### src/rtl/hash_pkg.sv
// Shared widths, scheme encoding and the last-beat byte-count helper for the SHA-2 front end.
// Optional feature macro (consumed in message_packer_lane): MESSAGE_PACKER_SWAP_EN.
package hash_pkg;

  localparam int unsigned BLOCK_W         = 512;
  localparam int unsigned WORD_W          = 32;
  localparam int unsigned SIZE_W          = 64;
  localparam int unsigned WORDS_PER_BLOCK = 16;
  localparam int unsigned WCNT_W          = 4;
  localparam int unsigned BYTES_W         = 3;
  localparam int unsigned SCHEME_W        = 2;
  localparam int unsigned WORD_BYTES      = WORD_W / 8;

  typedef enum logic [SCHEME_W-1:0] {
    SCHEME_SHA224 = 2'd0,
    SCHEME_SHA256 = 2'd1,
    SCHEME_SHA384 = 2'd2,
    SCHEME_SHA512 = 2'd3
  } hash_scheme_t;

  // Bytes actually kept from a beat: full word unless last; a zero count only
  // means "empty message" on the first beat, otherwise it is treated as full.
  function automatic logic [BYTES_W-1:0] eff_bytes(
    input logic [BYTES_W-1:0] bytes,
    input logic               last,
    input logic               in_msg
  );
    logic [BYTES_W-1:0] full;
    full = BYTES_W'(WORD_BYTES);
    if (!last)                  eff_bytes = full;
    else if (bytes == '0)       eff_bytes = in_msg ? full : '0;
    else if (bytes > full)      eff_bytes = full;
    else                        eff_bytes = bytes;
  endfunction

endpackage

### src/rtl/message_packer_lane.sv
// Per-word byte ordering and partial-beat masking (keeps the upper n bytes).
// MESSAGE_PACKER_SWAP_EN: byte-reverse each word first, for little-endian sources.
module message_packer_lane
  import hash_pkg::*;
(
  input  logic [WORD_W-1:0]  word_in,
  input  logic [BYTES_W-1:0] n_bytes,
  output logic [WORD_W-1:0]  word_out_c
);

  logic [WORD_W-1:0] w_word;

`ifdef MESSAGE_PACKER_SWAP_EN
  assign w_word = {word_in[7:0], word_in[15:8], word_in[23:16], word_in[31:24]};
`else
  assign w_word = word_in;
`endif

  // Keep the first n stream bytes (MSB first), zero the rest.
  always_comb begin
    word_out_c = '0;
    for (int i = 0; i < int'(WORD_BYTES); i++) begin
      if (BYTES_W'(i) < n_bytes) begin
        word_out_c[WORD_W-1-8*i -: 8] = w_word[WORD_W-1-8*i -: 8];
      end
    end
  end

endmodule

### src/rtl/message_packer.sv
// Packs a last-terminated stream of 32-bit words into 512-bit big-endian blocks
// and issues one cfg beat (bit length + scheme) per message.
// Optional feature macro: MESSAGE_PACKER_SWAP_EN (little-endian source words).
module message_packer
  import hash_pkg::*;
(
  input  logic                clk,
  input  logic                nrst,
  input  logic [WORD_W-1:0]   word_in,
  input  logic [BYTES_W-1:0]  word_in_bytes,
  input  logic                word_in_last,
  input  logic                word_in_valid,
  output logic                word_in_ready,
  input  logic [SCHEME_W-1:0] scheme_sel,
  output logic [BLOCK_W-1:0]  data_out,
  output logic                data_out_last,
  output logic                data_out_valid,
  input  logic                data_out_ready,
  output logic [SIZE_W-1:0]   cfg_size,
  output logic [SCHEME_W-1:0] cfg_scheme,
  output logic                cfg_last,
  output logic                cfg_valid,
  input  logic                cfg_ready
);

  // State
  logic [BLOCK_W-1:0] r_acc;
  logic               r_acc_full;
  logic               r_acc_last;
  logic [WCNT_W-1:0]  r_wcnt;
  logic [SIZE_W-1:0]  r_bitcnt;
  logic               r_in_msg;
  hash_scheme_t       r_scheme;
  logic [BLOCK_W-1:0] r_out_data;
  logic               r_out_last;
  logic               r_out_valid;
  logic [SIZE_W-1:0]  r_cfg_size;
  hash_scheme_t       r_cfg_scheme;
  logic               r_cfg_valid;
  logic               r_ready;

  // Next-state
  logic [BLOCK_W-1:0] w_nxt_acc;
  logic               w_nxt_acc_full;
  logic               w_nxt_acc_last;
  logic [WCNT_W-1:0]  w_nxt_wcnt;
  logic [SIZE_W-1:0]  w_nxt_bitcnt;
  logic               w_nxt_in_msg;
  hash_scheme_t       w_nxt_scheme;
  logic [BLOCK_W-1:0] w_nxt_out_data;
  logic               w_nxt_out_last;
  logic               w_nxt_out_valid;
  logic [SIZE_W-1:0]  w_nxt_cfg_size;
  hash_scheme_t       w_nxt_cfg_scheme;
  logic               w_nxt_cfg_valid;
  logic               w_nxt_ready;

  // Datapath helpers
  logic [BYTES_W-1:0] w_eff;
  logic [WORD_W-1:0]  w_lane;
  logic               w_accept;
  logic               w_out_free;
  logic               w_complete;
  logic [SIZE_W-1:0]  w_bit_sum;
  hash_scheme_t       w_msg_scheme;
  logic [BLOCK_W-1:0] w_block;
  int unsigned        w_lane_lsb;

  assign w_eff = eff_bytes(word_in_bytes, word_in_last, r_in_msg);

  message_packer_lane u_lane (
    .word_in    (word_in),
    .n_bytes    (w_eff),
    .word_out_c (w_lane)
  );

  assign w_accept     = word_in_valid && r_ready;
  assign w_out_free   = !r_out_valid || data_out_ready;
  assign w_complete   = word_in_last || (r_wcnt == WCNT_W'(WORDS_PER_BLOCK - 1));
  assign w_bit_sum    = r_bitcnt + (SIZE_W'(w_eff) << 3);
  assign w_msg_scheme = r_in_msg ? r_scheme : hash_scheme_t'(scheme_sel);
  assign w_lane_lsb   = BLOCK_W - WORD_W * (32'(r_wcnt) + 32'd1);

  // Accumulator with the current beat merged in; lane 0 starts a fresh block.
  always_comb begin
    w_block = (r_wcnt == '0) ? '0 : r_acc;
    w_block[w_lane_lsb +: WORD_W] = w_lane;
  end

  // Next-state: output/cfg handshakes, parked-block transfer, beat acceptance.
  always_comb begin
    w_nxt_acc        = r_acc;
    w_nxt_acc_full   = r_acc_full;
    w_nxt_acc_last   = r_acc_last;
    w_nxt_wcnt       = r_wcnt;
    w_nxt_bitcnt     = r_bitcnt;
    w_nxt_in_msg     = r_in_msg;
    w_nxt_scheme     = r_scheme;
    w_nxt_out_data   = r_out_data;
    w_nxt_out_last   = r_out_last;
    w_nxt_out_valid  = r_out_valid;
    w_nxt_cfg_size   = r_cfg_size;
    w_nxt_cfg_scheme = r_cfg_scheme;
    w_nxt_cfg_valid  = r_cfg_valid;

    if (r_cfg_valid && cfg_ready) w_nxt_cfg_valid = 1'b0;
    if (r_out_valid && data_out_ready) w_nxt_out_valid = 1'b0;

    if (r_acc_full) begin
      // Parked block moves out as soon as the output register frees up.
      if (w_out_free) begin
        w_nxt_out_data  = r_acc;
        w_nxt_out_last  = r_acc_last;
        w_nxt_out_valid = 1'b1;
        w_nxt_acc_full  = 1'b0;
        if (r_acc_last) begin
          w_nxt_cfg_size   = r_bitcnt;
          w_nxt_cfg_scheme = r_scheme;
          w_nxt_cfg_valid  = 1'b1;
          w_nxt_bitcnt     = '0;
        end
      end
    end else if (w_accept) begin
      w_nxt_wcnt   = word_in_last ? '0 : WCNT_W'(r_wcnt + WCNT_W'(1));
      w_nxt_in_msg = !word_in_last;
      w_nxt_scheme = w_msg_scheme;
      w_nxt_bitcnt = w_bit_sum;
      w_nxt_acc    = w_block;
      if (w_complete) begin
        if (w_out_free) begin
          // Completed block goes straight out: no bubble between blocks.
          w_nxt_out_data  = w_block;
          w_nxt_out_last  = word_in_last;
          w_nxt_out_valid = 1'b1;
          if (word_in_last) begin
            w_nxt_cfg_size   = w_bit_sum;
            w_nxt_cfg_scheme = w_msg_scheme;
            w_nxt_cfg_valid  = 1'b1;
            w_nxt_bitcnt     = '0;
          end
        end else begin
          w_nxt_acc_full = 1'b1;
          w_nxt_acc_last = word_in_last;
        end
      end
    end

    w_nxt_ready = !w_nxt_acc_full && !w_nxt_cfg_valid;
  end

  // State register; ready is held low throughout reset.
  always_ff @(posedge clk or negedge nrst) begin
    if (!nrst) begin
      r_acc        <= '0;
      r_acc_full   <= 1'b0;
      r_acc_last   <= 1'b0;
      r_wcnt       <= '0;
      r_bitcnt     <= '0;
      r_in_msg     <= 1'b0;
      r_scheme     <= SCHEME_SHA224;
      r_out_data   <= '0;
      r_out_last   <= 1'b0;
      r_out_valid  <= 1'b0;
      r_cfg_size   <= '0;
      r_cfg_scheme <= SCHEME_SHA224;
      r_cfg_valid  <= 1'b0;
      r_ready      <= 1'b0;
    end else begin
      r_acc        <= w_nxt_acc;
      r_acc_full   <= w_nxt_acc_full;
      r_acc_last   <= w_nxt_acc_last;
      r_wcnt       <= w_nxt_wcnt;
      r_bitcnt     <= w_nxt_bitcnt;
      r_in_msg     <= w_nxt_in_msg;
      r_scheme     <= w_nxt_scheme;
      r_out_data   <= w_nxt_out_data;
      r_out_last   <= w_nxt_out_last;
      r_out_valid  <= w_nxt_out_valid;
      r_cfg_size   <= w_nxt_cfg_size;
      r_cfg_scheme <= w_nxt_cfg_scheme;
      r_cfg_valid  <= w_nxt_cfg_valid;
      r_ready      <= w_nxt_ready;
    end
  end

  assign word_in_ready  = r_ready;
  assign data_out       = r_out_data;
  assign data_out_last  = r_out_last;
  assign data_out_valid = r_out_valid;
  assign cfg_size       = r_cfg_size;
  assign cfg_scheme     = r_cfg_scheme;
  assign cfg_valid      = r_cfg_valid;
  assign cfg_last       = 1'b1;

endmodule

### config.mk
export PLATFORM = sky130hd
export DESIGN_NAME = message_packer
export DESIGN_NICKNAME = d
export VERILOG_FILES = /design/src/rtl/hash_pkg.sv /design/src/rtl/message_packer_lane.sv /design/src/rtl/message_packer.sv
export SDC_FILE = /design/constraint.sdc
export NUM_CORES = 2
export LEC_CHECK = 0
export CAP_MARGIN = 15
export CORE_ASPECT_RATIO = 0.75
export CORE_UTILIZATION = 30
export CTS_BUF_LIST = sky130_fd_sc_hd__clkbuf_4 sky130_fd_sc_hd__clkbuf_8
export CTS_CLUSTER_DIAMETER = 200
export CTS_CLUSTER_SIZE = 8
export DETAILED_ROUTE_END_ITERATION = 7
export PLACE_DENSITY_LB_ADDON = 0.3
export SYNTH_ARGS = -nofsm -noshare
export SYNTH_HDL_FRONTEND = slang
export SYNTH_SLANG_ARGS = --single-unit
### constraint.sdc
create_clock -name clk -period 3.8 [get_ports clk]
set_input_delay 0.38 -clock clk [delete_from_list [all_inputs] [get_ports clk]]
set_output_delay 0.38 -clock clk [all_outputs]
set_load 0.03 [all_outputs]
==> flow_summary_export.csv <==
group,metric,value,unit
clocking,ctsHtreeMaxLevel,4,
timing,slew_headroom,21.8,%
synth,synth_seq_cells,1161,
timing,fin_skew,60.5,ps
timing,period_minus_slack,3600,ps
worst_setup_path,cp-end-kind,"flip-flop",
power_and_ir_drop,vdd_ir_drop_max,0.545,mV
floorplan,start_util,30.2,%
timing,fin_crit_sh,94.8,%
floorplan,io_pins,626,
timing,setup_tns,0,ps
clocking,cts_buffer_depth,3,
synth,seq_area_frac_synth,58.2,%
floorplan,die_area,0.168,sq mm
synth,ys.flop_type,"dfrtp_1",
power_and_ir_drop,pwr-share-clk,18.5,%
timing,final-setup-viol-count,0,
global_route,grt_pass1_vias,39600,
hold_path,whs_endpoint,"data_out[4]",
hold_path,hp-start,"word_in[4]",
drt,vias,42100,
timing,max_freq,278,MHz
floorplan,die_x,473,microns
run,cap_violations,0,
timing,slew_viol_final,0,
drt,drt_iter0_drc,4486,
timing,fin_ws,198,ps
global_route,grt_max_degree,180,
global_route,gr-total-overflow,0,
final_layout,final_cell_mix,"1,160 x dfrtp_1, 619 x clkdlybuf4s50_1, 533 x nand2_1, 495 x nor2_1, 379 x o21ai_0",
drt,wirelength,213000,microns
final_layout,nets,5329,
placed_design,port_buffers,621,
synth,syn_area,0.0499,sq mm
clocking,clk_latency,920,ps
worst_setup_path,critPathArrivalTime,4410,ps
synth,yosysWarnings,0,
hold_path,holdCritPathClass,"in2reg",
synth,postSynthCellCount,4629,
drt,antenna_left,0,
power_and_ir_drop,seq_power_share,37.9,%
clocking,path_clk_slew,70,ps
floorplan,row_count,129,
power_and_ir_drop,p_int,26.7,mW
drt,firstDrtPassIters,6,
global_route,antenna_found_initial,6,
placed_design,hpwl,146000,microns
placed_design,gp_congestion,0.936,
power_and_ir_drop,p_per_area,767,mW/mm^2
global_route,grt_use_total,24.7,%
worst_setup_path,crit_type,"reg2reg",
power_and_ir_drop,p_leak,26.5,nW
hold_path,hold-path-cell-count,3,
worst_setup_path,crit_fanout,6,
placed_design,placed_cell_area,0.0597,sq mm
synth,synth_edf_count,0,
synth,async_reset_ff_share,100,%
final_layout,final_common_cell,"dfrtp_1",
clocking,cts_root_buffer,"clkbuf_8",
clocking,numClockSinks,1161,
global_route,grt_pass1_wl,303000,microns
final_layout,finalNonFillerCells,7517,
drt,viasPerCell,5.60,
timing,rsz0062_at_grt,"no",
worst_setup_path,r2r_cells,11,
worst_setup_path,r2r_end,"data_out[381]",
worst_setup_path,worst-endpoint-required,4610,ps
drt,drc,0,
clocking,cts_tree,"built",
final_layout,drive_gt1_share,10.3,%
drt,detail_route.wl_per_cell,28.4,microns
timing,hold_viol,0,
timing,worst_pin_slew,1170,ps
synth,synth_cell_types,90,
timing,hold_slack,114,ps
floorplan,coreArea,0.165,sq mm
worst_setup_path,r2r_start,"r_wcnt[0]",
outcome,status,"finished, final reports clean",
final_layout,area_delta_synth_final,24.6,%
placed_design,placedCellCount,7328,
worst_setup_path,rrSetupSlack,200,ps
final_layout,fill_cells,16200,
placed_design,post-place-ws,97.8,ps
floorplan,fp.dieH,355,microns
worst_setup_path,start_kind,"flip-flop",
synth,avgSynthCellArea,10.8,sq um
final_layout,fin_area,0.0622,sq mm
power_and_ir_drop,comb_power_share,43.6,%
clocking,numCtsBuffers,163,
power_and_ir_drop,swShare,44.0,%
power_and_ir_drop,p_sw,21.0,mW
==> layer usage <==
layer  GRT usage (%)  routed length (microns)  share of wire (%)
met1            34.7                    93400                 44
met2            36.1                    93600                 44
met5               0                       10             0.0047
met4            10.5                     9220                4.3
met3            6.04                    17000                8.0
==> state kept, by name (all words and copies together), names as in the netlist <==
| name | flops |
|---|---|
| cfg_scheme | 2 |
| cfg_size | 61 |
| cfg_valid | 1 |
| data_out | 512 |
| data_out_last | 1 |
| data_out_valid | 1 |
| r_acc | 512 |
| r_acc_full | 1 |
| r_acc_last | 1 |
| r_bitcnt | 61 |
| r_in_msg | 1 |
| r_scheme | 2 |
| r_wcnt | 4 |
| word_in_ready | 1 |
==> power by group through the flow <==
stage	Combinational, mW	Sequential [mW]	Clock (mW)
finish	20.8	18.1	8.84
CTS	20.8	18.0	9.06
detailed placement	20.7	18.2	0
floorplan	7.60	21.0	0
global placement	20.5	18.2	0
global route	21.8	18.4	9.55
==> area by class of cell <==
type | count | area, sq um | share of cell area, %
Sequential cell | 1161 | 29100 | 46.7
Multi-Input combinational cell | 3042 | 19100 | 30.8
Timing Repair Buffer | 883 | 8690 | 14.0
Tap cell | 2227 | 2790 | 4.48
Clock buffer | 167 | 2290 | 3.68
Clock inverter | 12 | 141 | 0.227
Inverter | 18 | 67.6 | 0.109
Antenna cell | 7 | 17.5 | 0.0282
==> worst max-delay path, cell delays in order, from the launching register on <==
cell	delay, ps
dfrtp_1	420
ha_1	240
nand2b_1	150
o21ai_0	260
nand3_1	190
inv_1	100
ha_2	320
buf_12	160
nor2b_1	880
nand2_1	430
nor2_1	210
a221o_1	120
==> through the flow <==
step | total power, mW | utilization [%]
final | 47.7 | 37.7
after global routing | 49.7 | 37.7
after detailed placement | 38.9 | 36.2
after global placement | 38.7 | 36.1
after CTS | 47.9 | 37.7
after floorplan | 28.6 | -
==> logic make-up (layout without fill, tap and decap cells) <==
logic type	after synthesis	count (layout)	share of synthesized area [%]
AO/OA/AOI/OAI	1550	1550	23.4
XOR/XNOR	63	63	1.12
adder cells (fa/ha/maj)	17	17	0.441
buffers and inverters	428	1080	3.82
flip-flops	1161	1161	58.2
multiplexers	39	39	0.790
other	2	11	0.0151
AND/OR/NAND/NOR	1369	1369	12.2
==> Yosys cell counts (8+ instances only) <==
master	instances	share of area [%]
dfrtp_1	1161	58
nand2_1	541	4.1
nor2_1	503	3.8
o21ai_0	379	3.8
a221o_1	327	6.6
clkbuf_1	210	1.6
o2bb2ai_1	170	3.0
buf_2	147	1.5
a21oi_1	134	1.3
a22o_1	105	1.8
o22ai_1	79	0.99
nand3_1	69	0.69
a32o_1	62	1.2
a31oi_1	54	0.68
a32oi_1	53	0.93
a22oi_1	44	0.66
xnor2_1	37	0.65
mux2i_1	36	0.72
nor3_1	33	0.33
nand2b_1	30	0.38
o21ai_1	30	0.30
nor2b_1	29	0.36
nand4_1	27	0.34
xor2_1	25	0.44
buf_1	24	0.18
and3_1	23	0.29
and2_1	22	0.28
buf_4	22	0.33
a2bb2oi_1	20	0.35
o31ai_1	19	0.29
ha_1	16	0.40
inv_1	15	0.11
and4_1	14	0.25
a21o_1	13	0.20
nor4_1	13	0.16
nor2_2	11	0.14
o211ai_1	10	0.15
a21oi_2	8	0.14
o41ai_1	8	0.14
==> worst max-delay path by stage <==
| stage | depth (start not counted) | from | slack, ps | to |
|---|---|---|---|---|
| after global placement | 13 | word_in_last | 150 | cfg_size[55] |
| after global routing | 12 | r_wcnt[0] | 30 | data_out[478] |
| after floorplan | 14 | r_wcnt[1] | 110 | r_acc[5] |
| after detailed placement | 13 | word_in_last | 100 | cfg_size[45] |
| after CTS | 13 | r_wcnt[0] | 140 | data_out[176] |
| final | 11 | r_wcnt[0] | 200 | data_out[381] |
==> repair_timing <==
item	in CTS	in global routing
hold endpoints to repair	713	0
endpoints found under the setup margin	0	12
hold buffers	2	0
gates resized for setup	0	4
buffers inserted	0	0
(Power assumes the default switching activity.)
